===== config.mk =====
export PLATFORM = sky130hd
export DESIGN_NAME = reg_dump_reader
export DESIGN_NICKNAME = d
export VERILOG_FILES = /design/src/rtl/reg_dump_pkg.sv /design/src/rtl/reg_dump_snapshot.sv /design/src/rtl/reg_dump_reader.sv
export SDC_FILE = /design/constraint.sdc
export NUM_CORES = 1
export LEC_CHECK = 0
export BUFFER_PORTS_ARGS = -buffer_cell sky130_fd_sc_hd__buf_2
export CAP_MARGIN = 20
export CORE_AREA = 5 5 107 119
export DETAILED_ROUTE_END_ITERATION = 10
export DIE_AREA = 0 0 112 124
export PLACE_DENSITY_LB_ADDON = 0.05
export SETUP_SLACK_MARGIN = 0.5
export SKIP_LAST_GASP = 1
export SYNTH_ARGS = -nofsm -noshare
export SYNTH_HDL_FRONTEND = slang
export SYNTH_SLANG_ARGS = --single-unit
export TNS_END_PERCENT = 50

===== constraint.sdc =====
create_clock -name Clk -period 3.95 [get_ports Clk]
set_input_delay 1.185 -clock Clk [delete_from_list [all_inputs] [get_ports Clk]]
set_output_delay 1.185 -clock Clk [all_outputs]
set_load 0.01 [all_outputs]

===== src/rtl/reg_dump_pkg.sv =====
// Shared types and helpers for the register dump reader.
// Build option: define REG_DUMP_CHECKSUM_EN to append an XOR checksum word.
package reg_dump_pkg;

  localparam int NUM_REGS_DEF = 8;
  localparam int DATA_W_DEF   = 16;

`ifdef REG_DUMP_CHECKSUM_EN
  localparam bit CHECKSUM_EN = 1'b1;
`else
  localparam bit CHECKSUM_EN = 1'b0;
`endif

  typedef enum logic [1:0] {
    IDLE = 2'd0,
    SEND = 2'd1,
    DONE = 2'd2
  } state_e;

  // Index of the word that carries Out_last.
  function automatic int final_idx(input int num_regs, input bit cksum_en);
    return cksum_en ? num_regs : num_regs - 1;
  endfunction

endpackage


===== src/rtl/reg_dump_snapshot.sv =====
// Capture buffer for the register file with an indexed read port.
// With REG_DUMP_CHECKSUM_EN, index NUM_REGS reads the XOR of the captured words.
module reg_dump_snapshot
  import reg_dump_pkg::*;
#(
  parameter int NUM_REGS = NUM_REGS_DEF,
  parameter int DATA_W   = DATA_W_DEF,
  parameter int IDX_W    = 4
) (
  input  logic                       clk,
  input  logic                       reset,
  input  logic                       load,
  input  logic [NUM_REGS*DATA_W-1:0] reg_bus,
  input  logic [IDX_W-1:0]           rd_idx,
  output logic [DATA_W-1:0]          rd_data
);

  logic [DATA_W-1:0] snap_q [NUM_REGS];
  logic [DATA_W-1:0] snap_d [NUM_REGS];

  always_comb begin
    for (int i = 0; i < NUM_REGS; i++) begin
      snap_d[i] = snap_q[i];
      if (load) snap_d[i] = reg_bus[DATA_W*i +: DATA_W];
    end
  end

  always_ff @(posedge clk) begin
    for (int i = 0; i < NUM_REGS; i++) begin
      if (reset) snap_q[i] <= '0;
      else       snap_q[i] <= snap_d[i];
    end
  end

`ifdef REG_DUMP_CHECKSUM_EN
  logic [DATA_W-1:0] cksum_q;
  logic [DATA_W-1:0] cksum_d;

  // Checksum is taken from the bus at capture time so it matches the snapshot.
  always_comb begin
    cksum_d = cksum_q;
    if (load) begin
      cksum_d = '0;
      for (int i = 0; i < NUM_REGS; i++) cksum_d = cksum_d ^ reg_bus[DATA_W*i +: DATA_W];
    end
  end

  always_ff @(posedge clk) begin
    if (reset) cksum_q <= '0;
    else       cksum_q <= cksum_d;
  end

  always_comb begin
    rd_data = '0;
    for (int i = 0; i < NUM_REGS; i++) begin
      if (rd_idx == IDX_W'(i)) rd_data = snap_q[i];
    end
    if (rd_idx == IDX_W'(NUM_REGS)) rd_data = cksum_q;
  end
`else
  always_comb begin
    rd_data = '0;
    for (int i = 0; i < NUM_REGS; i++) begin
      if (rd_idx == IDX_W'(i)) rd_data = snap_q[i];
    end
  end
`endif

endmodule


===== src/rtl/reg_dump_reader.sv =====
// Snapshots R0..R7 on Start and streams them over a valid/ready port.
// Build option: REG_DUMP_CHECKSUM_EN appends an XOR checksum word at idx NUM_REGS.
module reg_dump_reader
  import reg_dump_pkg::*;
#(
  parameter int NUM_REGS = NUM_REGS_DEF,
  parameter int DATA_W   = DATA_W_DEF,
  parameter int IDX_W    = 4
) (
  input  logic                       Clk,
  input  logic                       Reset,
  input  logic                       Start,
  input  logic [NUM_REGS*DATA_W-1:0] Reg_bus,
  output logic [DATA_W-1:0]          Out_data,
  output logic [IDX_W-1:0]           Out_idx,
  output logic                       Out_valid,
  input  logic                       Out_ready,
  output logic                       Out_last,
  output logic                       Busy,
  output logic                       Done
);

  localparam logic [IDX_W-1:0] LAST_IDX = IDX_W'(final_idx(NUM_REGS, CHECKSUM_EN));

  state_e            state_q, state_d;
  logic [IDX_W-1:0]  idx_q, idx_d;
  logic              load;
  logic [DATA_W-1:0] rd_data;

  reg_dump_snapshot #(
    .NUM_REGS (NUM_REGS),
    .DATA_W   (DATA_W),
    .IDX_W    (IDX_W)
  ) u_snapshot (
    .clk     (Clk),
    .reset   (Reset),
    .load    (load),
    .reg_bus (Reg_bus),
    .rd_idx  (idx_q),
    .rd_data (rd_data)
  );

  always_comb begin
    state_d = state_q;
    idx_d   = idx_q;
    load    = 1'b0;
    case (state_q)
      IDLE: begin
        if (Start) begin
          load    = 1'b1;
          idx_d   = '0;
          state_d = SEND;
        end
      end
      SEND: begin
        if (Out_ready) begin
          if (idx_q == LAST_IDX) state_d = DONE;
          else                   idx_d   = idx_q + 1'b1;
        end
      end
      DONE:    state_d = IDLE;
      default: state_d = IDLE;
    endcase
  end

  always_ff @(posedge Clk) begin
    if (Reset) begin
      state_q <= IDLE;
      idx_q   <= '0;
    end else begin
      state_q <= state_d;
      idx_q   <= idx_d;
    end
  end

  // Outputs decode registered state only, so they hold steady while stalled.
  always_comb begin
    Out_valid = (state_q == SEND);
    Out_data  = Out_valid ? rd_data : '0;
    Out_idx   = Out_valid ? idx_q : '0;
    Out_last  = Out_valid && (idx_q == LAST_IDX);
    Busy      = Out_valid;
    Done      = (state_q == DONE);
  end

endmodule


=== Word level (Yosys, flattened, before mapping) ===
Memory sizes are Yosys's and may differ from the RTL's.
Cells that the tools add are included.

* Add/subtract/negate cells: 1
* Equal/unequal tests: 13
* Multiplexer cells: 39
* Bitwise gates (word level): 8
* Reductions and logical operators: 6

{| class="wikitable"
|+ Operators with widths
! operator !! number
|-
| $mux W16 || 25
|-
| $eq A4 B3 Y1 const B || 4
|-
| $mux W4 || 4
|-
| $eq A4 B2 Y1 const B || 2
|-
| $or A1 B1 Y1 || 8
|-
| $pmux W4 S2 || 1
|-
| $mux W2 || 3
|-
| $ne A2 B2 Y1 const B || 3
|-
| $mux W1 || 5
|-
| $add A4 B1 Y4 const B || 1
|-
| $eq A4 B1 Y1 const B || 1
|-
| $logic_not A4 Y1 || 1
|-
| $pmux W2 S2 || 1
|-
| $reduce_and A4 Y1 || 1
|-
| $reduce_and A3 Y1 || 1
|-
| $eq A2 B1 Y1 const B || 1
|-
| $eq A2 B2 Y1 const B || 1
|-
| $logic_not A2 Y1 || 1
|-
| $ne A2 B1 Y1 const B || 1
|-
| $reduce_bool A2 Y1 || 1
|-
| $logic_and A1 B1 Y1 || 1
|}

* Register bits: 6
* Memory bits (writable): 128
* Input bits: 132
* Output and inout port bits: 24
* Word-level logic and storage cells: 70
* Memories kept: 1

{| class="wikitable"
|+ Memory list
! memory !! words !! bits a word !! read ports !! clocked after Yosys merged registers in !! wr ports !! line !! text
|-
| u_snapshot.snap_q || 8 || 16 || 8 || 0 || 8 || reg_dump_snapshot.sv:18 || <nowiki>logic [DATA_W-1:0] snap_q [NUM_REGS];</nowiki>
|}

=== Logic depth before layout (Yosys ltp) ===
* Word-level depth: 10
* Mapped depth: 9
* Gate-level depth less buffers: 6

=== By module ===
Synthesis repeated with hierarchy kept, for this count alone.

* Cell total of the unflattened synthesis: 695
* Area, all modules: 6357.3 µm²

{| class="wikitable"
|+ Modules (own cells, without submodules)
! module !! instances !! cells each !! area an instance (µm²) !! seq. area each (µm²)
|-
| reg_dump_snapshot || 1 || 632 || 5859.4 || 2562.5
|-
| reg_dump_reader || 1 || 63 || 498.0 || 120.1
|}

=== Worst setup path before layout ===
No wires, ideal clock.

* Path type: register to output
* Start point: reg idx_q[0]
* End point: out Out_data[10]
* Arrival: 1.765 ns
* Data required time: 2.765 ns
* Slack: 1.000 ns
* Cell stages (with the launch flop): 10
* Cell sequence: dfxtp_1 -> inv_1 -> ha_1 -> buf_2 -> and2_1 -> clkbuf_1 -> clkbuf_1 -> a21oi_1 -> o32a_1 -> o21ai_1

* Longest elaborated chain between the ends: 10
* Elaborated cells between the ends (all ways): 17

{| class="wikitable"
|+ RTL lines
! what !! line !! text
|-
| start, declared || reg_dump_reader.sv:26 || <nowiki>logic [IDX_W-1:0] idx_q, idx_d;</nowiki>
|-
| start signal, assigned || reg_dump_reader.sv:72 || <nowiki>idx_q <= idx_d;</nowiki>
|-
| $logic_not A4 Y1 || reg_dump_snapshot.sv:64 || <nowiki>if (rd_idx == IDX_W'(i)) rd_data = snap_q[i];</nowiki>
|-
| $mux W16 (7 in series) || reg_dump_snapshot.sv:64 ||
|-
| $mux W16 (*) || reg_dump_snapshot.sv:64 ||
|-
| $mux W16 (*) || reg_dump_reader.sv:79 || <nowiki>Out_data = Out_valid ? rd_data : '0;</nowiki>
|-
| end, declared || reg_dump_reader.sv:14 || <nowiki>output logic [DATA_W-1:0] Out_data,</nowiki>
|}

Every way passes the cells marked *; elsewhere a longest branch is shown, timed or not.

=== Worst setup path in the final report ===
* Start point: reg idx_q[0]
* End point: out Out_data[9]

The elaborated chain is that of the path after synthesis.

==> impl_metrics.json <==
{
  "start_util_pct": 54.18,
  "holdCritPathClass": "reg -> reg",
  "worst_setup_path_start_kind": "register",
  "die_w_um": 112,
  "synth.ff_latch_count": 134,
  "rows": 41,
  "cts_inserted_buffers": 17,
  "clk_pin_slew_worst_paths_ns": 0.05,
  "count_of_unresolved_drc_violations_after_routing": 0,
  "drt_iter0_drc": 555,
  "final_min_period_over_clock_period_pct": 87.50,
  "power.leakage_nw": 3.143,
  "cts.sink_count": 134,
  "synthCells": 852,
  "clock_tree.htree_level_count": 4,
  "yosys_warnings": 0,
  "drv_cap": 0,
  "run_status": "finished clean",
  "dieArea_mm2": 0.01389,
  "worst_setup_path_end_kind": "output pin",
  "first_global_vias": 6108,
  "p_clk_share_pct": 43.6,
  "rsz0062_at_grt": "true",
  "worst_ep_required_time_ns": 2.76,
  "final_ws_setup_ns": 0.4939,
  "syn-cell-area_mm2": 0.006142,
  "timing.final.max_slew_violations": 0,
  "track_usage_pct": 27.61,
  "dp_cells": 1094,
  "power.combinational.fraction_pct": 13.2,
  "detail-route-antenna-nets": 0,
  "syn_nets": 988,
  "synth-seq-area-share_pct": 43.67,
  "nets_final": 1112,
  "critical_path_arrival_ns": 2.27,
  "root_buffer_cell": "sky130_fd_sc_hd__clkbuf_16",
  "area_growth_pct": 28.32,
  "cts-hold-fix-buffers": 0,
  "postSynthAreaPerCell_um2": 7.209,
  "die_h_um": 124,
  "place.detailed.hpwl_um": 13330,
  "final_critical_path_time_including_i_o_delays_and_setup_ns": 3.456,
  "overall_power_of_the_completed_layout_mw": 3.439,
  "final_layout_size_suffix_gt1_share_pct": 25.81,
  "worstSkewPairLatency_ns": 0.43,
  "fmax_ghz": 0.2893,
  "tritoncts_clock_tree": "yes",
  "finalSetupTns_ns": 0,
  "place_worst_setup_slack_ns": 0.4056,
  "wl_um": 19940,
  "worst_max_slew_pin_slew_ns": 0.7817,
  "number_of_antenna_violations_at_the_first_check_in_global_routing": 0,
  "finalWeightedCongestion": 0.9276,
  "io_pins": 156,
  "timing.final.hold_violations": 0,
  "powerDensity_mw_per_mm2": 436.4,
  "timing_worst_setup_path_type": "reg -> out",
  "report.final.setup_viol": 0,
  "vias": 6425,
  "grt_max_degree": 75,
  "instances_no_fill": 1138,
  "routedWlPerCell_um": 17.53,
  "power.share.switching_pct": 25.61,
  "power_switching_mw": 0.8809,
  "worst_slew_margin_rel_pct": 47.89,
  "floorplan.core_area_mm2": 0.01134,
  "grt_first_pass_wirelength_um": 30180,
  "clk_path_buf_depth": 2,
  "grt_remaining_overflow": 0,
  "fin_skew_ns": 0.008436,
  "post_synth_num_cell_types": 30,
  "timing.critical_path.fanout_max": 8,
  "port_buffers": 155,
  "p_int_mw": 2.558,
  "peak_supply_drop_v": 0.0003077,
  "share_seq_of_total_power_pct": 43.2,
  "avgViaCountPerCell": 5.646,
  "drt_pre_antenna_iters": 5,
  "diodes": 0
}
[what timing repair did]
item                                    CTS  global route
endpoints found under the setup margin   17            16
setup buffers                             0             8
pin swaps                                11            16
gates cloned                              3             2
hold endpoints to repair                  0             0
gates resized for setup                  47            28
[metrics by stage]
stage / cell area (um2) / hold WS [ns] / util, %
after floorplan: 6142 / 0.4361 / -
after global placement: 6907 / 0.4432 / 60.92
after detailed placement: 6907 / 0.4465 / 60.92
after CTS: 7670 / 0.4541 / 67.65
after global routing: 7881 / 0.4723 / 69.52
final: 7881 / 0.4541 / 69.52
[sequential cells by signal, summed over array words and instances (netlist names)]
name / cells
idx_q: 4
state_q: 2
u_snapshot.snap_q: 128
[path summary, 6_finish.rpt]
kind | startpoint | to | slack [ns] | depth (start not counted)
max | idx_q[0] | Out_data[9] | 0.49 | 5
max reg2reg | state_q[0] | u_snapshot.snap_q[0][31] | 1.99 | 5
min reg2reg | u_snapshot.snap_q[1][21] | u_snapshot.snap_q[1][21] | 0.45 | 2
min | u_snapshot.snap_q[1][21] | u_snapshot.snap_q[1][21] | 0.45 | 2
[cell usage in the layout, fill, tap and decap left out, types with 3 or more instances in the layout]
cell type                   instances
sky130_fd_sc_hd__a211oi_2          13
sky130_fd_sc_hd__a21oi_1          173
sky130_fd_sc_hd__a21oi_2            5
sky130_fd_sc_hd__a221oi_1           7
sky130_fd_sc_hd__a221oi_2           9
sky130_fd_sc_hd__a22oi_1           15
sky130_fd_sc_hd__and2_4             3
sky130_fd_sc_hd__buf_12             4
sky130_fd_sc_hd__buf_2            154
sky130_fd_sc_hd__buf_4             16
sky130_fd_sc_hd__clkbuf_1           6
sky130_fd_sc_hd__clkbuf_16         18
sky130_fd_sc_hd__clkbuf_8           5
sky130_fd_sc_hd__dfxtp_1          132
sky130_fd_sc_hd__ha_4               3
sky130_fd_sc_hd__inv_1             35
sky130_fd_sc_hd__nand2_1          262
sky130_fd_sc_hd__nand2b_1           4
sky130_fd_sc_hd__nor2_1            23
sky130_fd_sc_hd__nor2b_1           17
sky130_fd_sc_hd__nor3_1             5
sky130_fd_sc_hd__o21ai_0           15
sky130_fd_sc_hd__o21ai_1           16
sky130_fd_sc_hd__o32a_1            15
[cells by family (layout without fill, tap and decap cells)]
group           after synthesis  after routing  share of synthesized area (%)
buf+inv                     114            246                          7.822
compound gates              280            280                          26.77
simple gates                320            324                          20.92
fa+ha+maj                     4              4                         0.8149
flops                       134            134                          43.67
[critical path, stage by stage (launching register included)]
cell                      delay (ns)
sky130_fd_sc_hd__dfxtp_4        0.37
sky130_fd_sc_hd__ha_2           0.25
sky130_fd_sc_hd__or3_4          0.45
sky130_fd_sc_hd__o32a_1         0.42
sky130_fd_sc_hd__o21ai_1        0.19
sky130_fd_sc_hd__buf_2          0.16
[power groups by stage]
| stage | logic (mW) | registers [mW] | clock network, mW |
|---|---|---|---|
| 4_1_cts | 0.431 | 1.48 | 1.51 |
| 3_5_place_dp | 0.407 | 1.51 | 0 |
| 5_1_grt | 0.499 | 1.49 | 1.58 |
| 2_1_floorplan | 0.259 | 1.49 | 0 |
| 3_3_place_gp | 0.400 | 1.50 | 0 |
| 6_report | 0.454 | 1.48 | 1.50 |
[synth_stat cells]
| library cell | instances | area (um2) |
|---|---|---|
| sky130_fd_sc_hd__clkbuf_1 | 43 | 161.4 |
| sky130_fd_sc_hd__a31o_1 | 2 | 17.52 |
| sky130_fd_sc_hd__o21ai_1 | 16 | 80.08 |
| sky130_fd_sc_hd__or3_1 | 1 | 6.260 |
| sky130_fd_sc_hd__ha_1 | 4 | 50.05 |
| sky130_fd_sc_hd__nand2_1 | 263 | 987.2 |
| sky130_fd_sc_hd__nand2b_1 | 4 | 25.02 |
| sky130_fd_sc_hd__nand3_1 | 1 | 5.000 |
| sky130_fd_sc_hd__a221oi_1 | 16 | 140.1 |
| sky130_fd_sc_hd__buf_1 | 11 | 41.29 |
| sky130_fd_sc_hd__a2111oi_0 | 2 | 17.52 |
| sky130_fd_sc_hd__and2_1 | 3 | 18.77 |
| sky130_fd_sc_hd__a221oi_2 | 1 | 15.01 |
| sky130_fd_sc_hd__inv_1 | 37 | 138.9 |
| sky130_fd_sc_hd__nor3_1 | 5 | 25.02 |
| sky130_fd_sc_hd__buf_6 | 3 | 33.78 |
| sky130_fd_sc_hd__buf_2 | 18 | 90.09 |
| sky130_fd_sc_hd__buf_4 | 2 | 15.01 |
| sky130_fd_sc_hd__o21ai_0 | 17 | 85.08 |
| sky130_fd_sc_hd__o32a_1 | 15 | 150.1 |
| sky130_fd_sc_hd__nor2b_1 | 17 | 106.4 |
| sky130_fd_sc_hd__dfxtp_1 | 134 | 2683 |
| sky130_fd_sc_hd__a21oi_1 | 178 | 890.9 |
| sky130_fd_sc_hd__and2b_1 | 1 | 7.510 |
| sky130_fd_sc_hd__o311ai_0 | 1 | 8.760 |
| sky130_fd_sc_hd__a22oi_1 | 15 | 112.6 |
| sky130_fd_sc_hd__a211oi_1 | 16 | 120.1 |
| sky130_fd_sc_hd__a31oi_1 | 1 | 6.260 |
| sky130_fd_sc_hd__nor2_1 | 23 | 86.33 |
| sky130_fd_sc_hd__and3b_1 | 2 | 17.52 |
[per-layer routing]
layer  GRT usage (%)  vias to the layer above  wire length (um)
met1           33.70                     2997              7979
met2           47.49                      260              9838
met3           7.046                       48              1594
li1                -                     3120                 -
met4           10.07                        0               532
met5               0                        -                 0
[cell type report]
| class | count | area, um2 |
|---|---|---|
| fill | 1010 | 3456 |
| multi-input combinational | 608 | 3272 |
| sequential | 134 | 2690 |
| timing repair buffer | 178 | 1033 |
| clock buffer | 28 | 516.7 |
| tap | 150 | 187.7 |
| inverter | 37 | 141.4 |
| clock inverter | 3 | 40.04 |
Power figures use the tool's default switching activity.
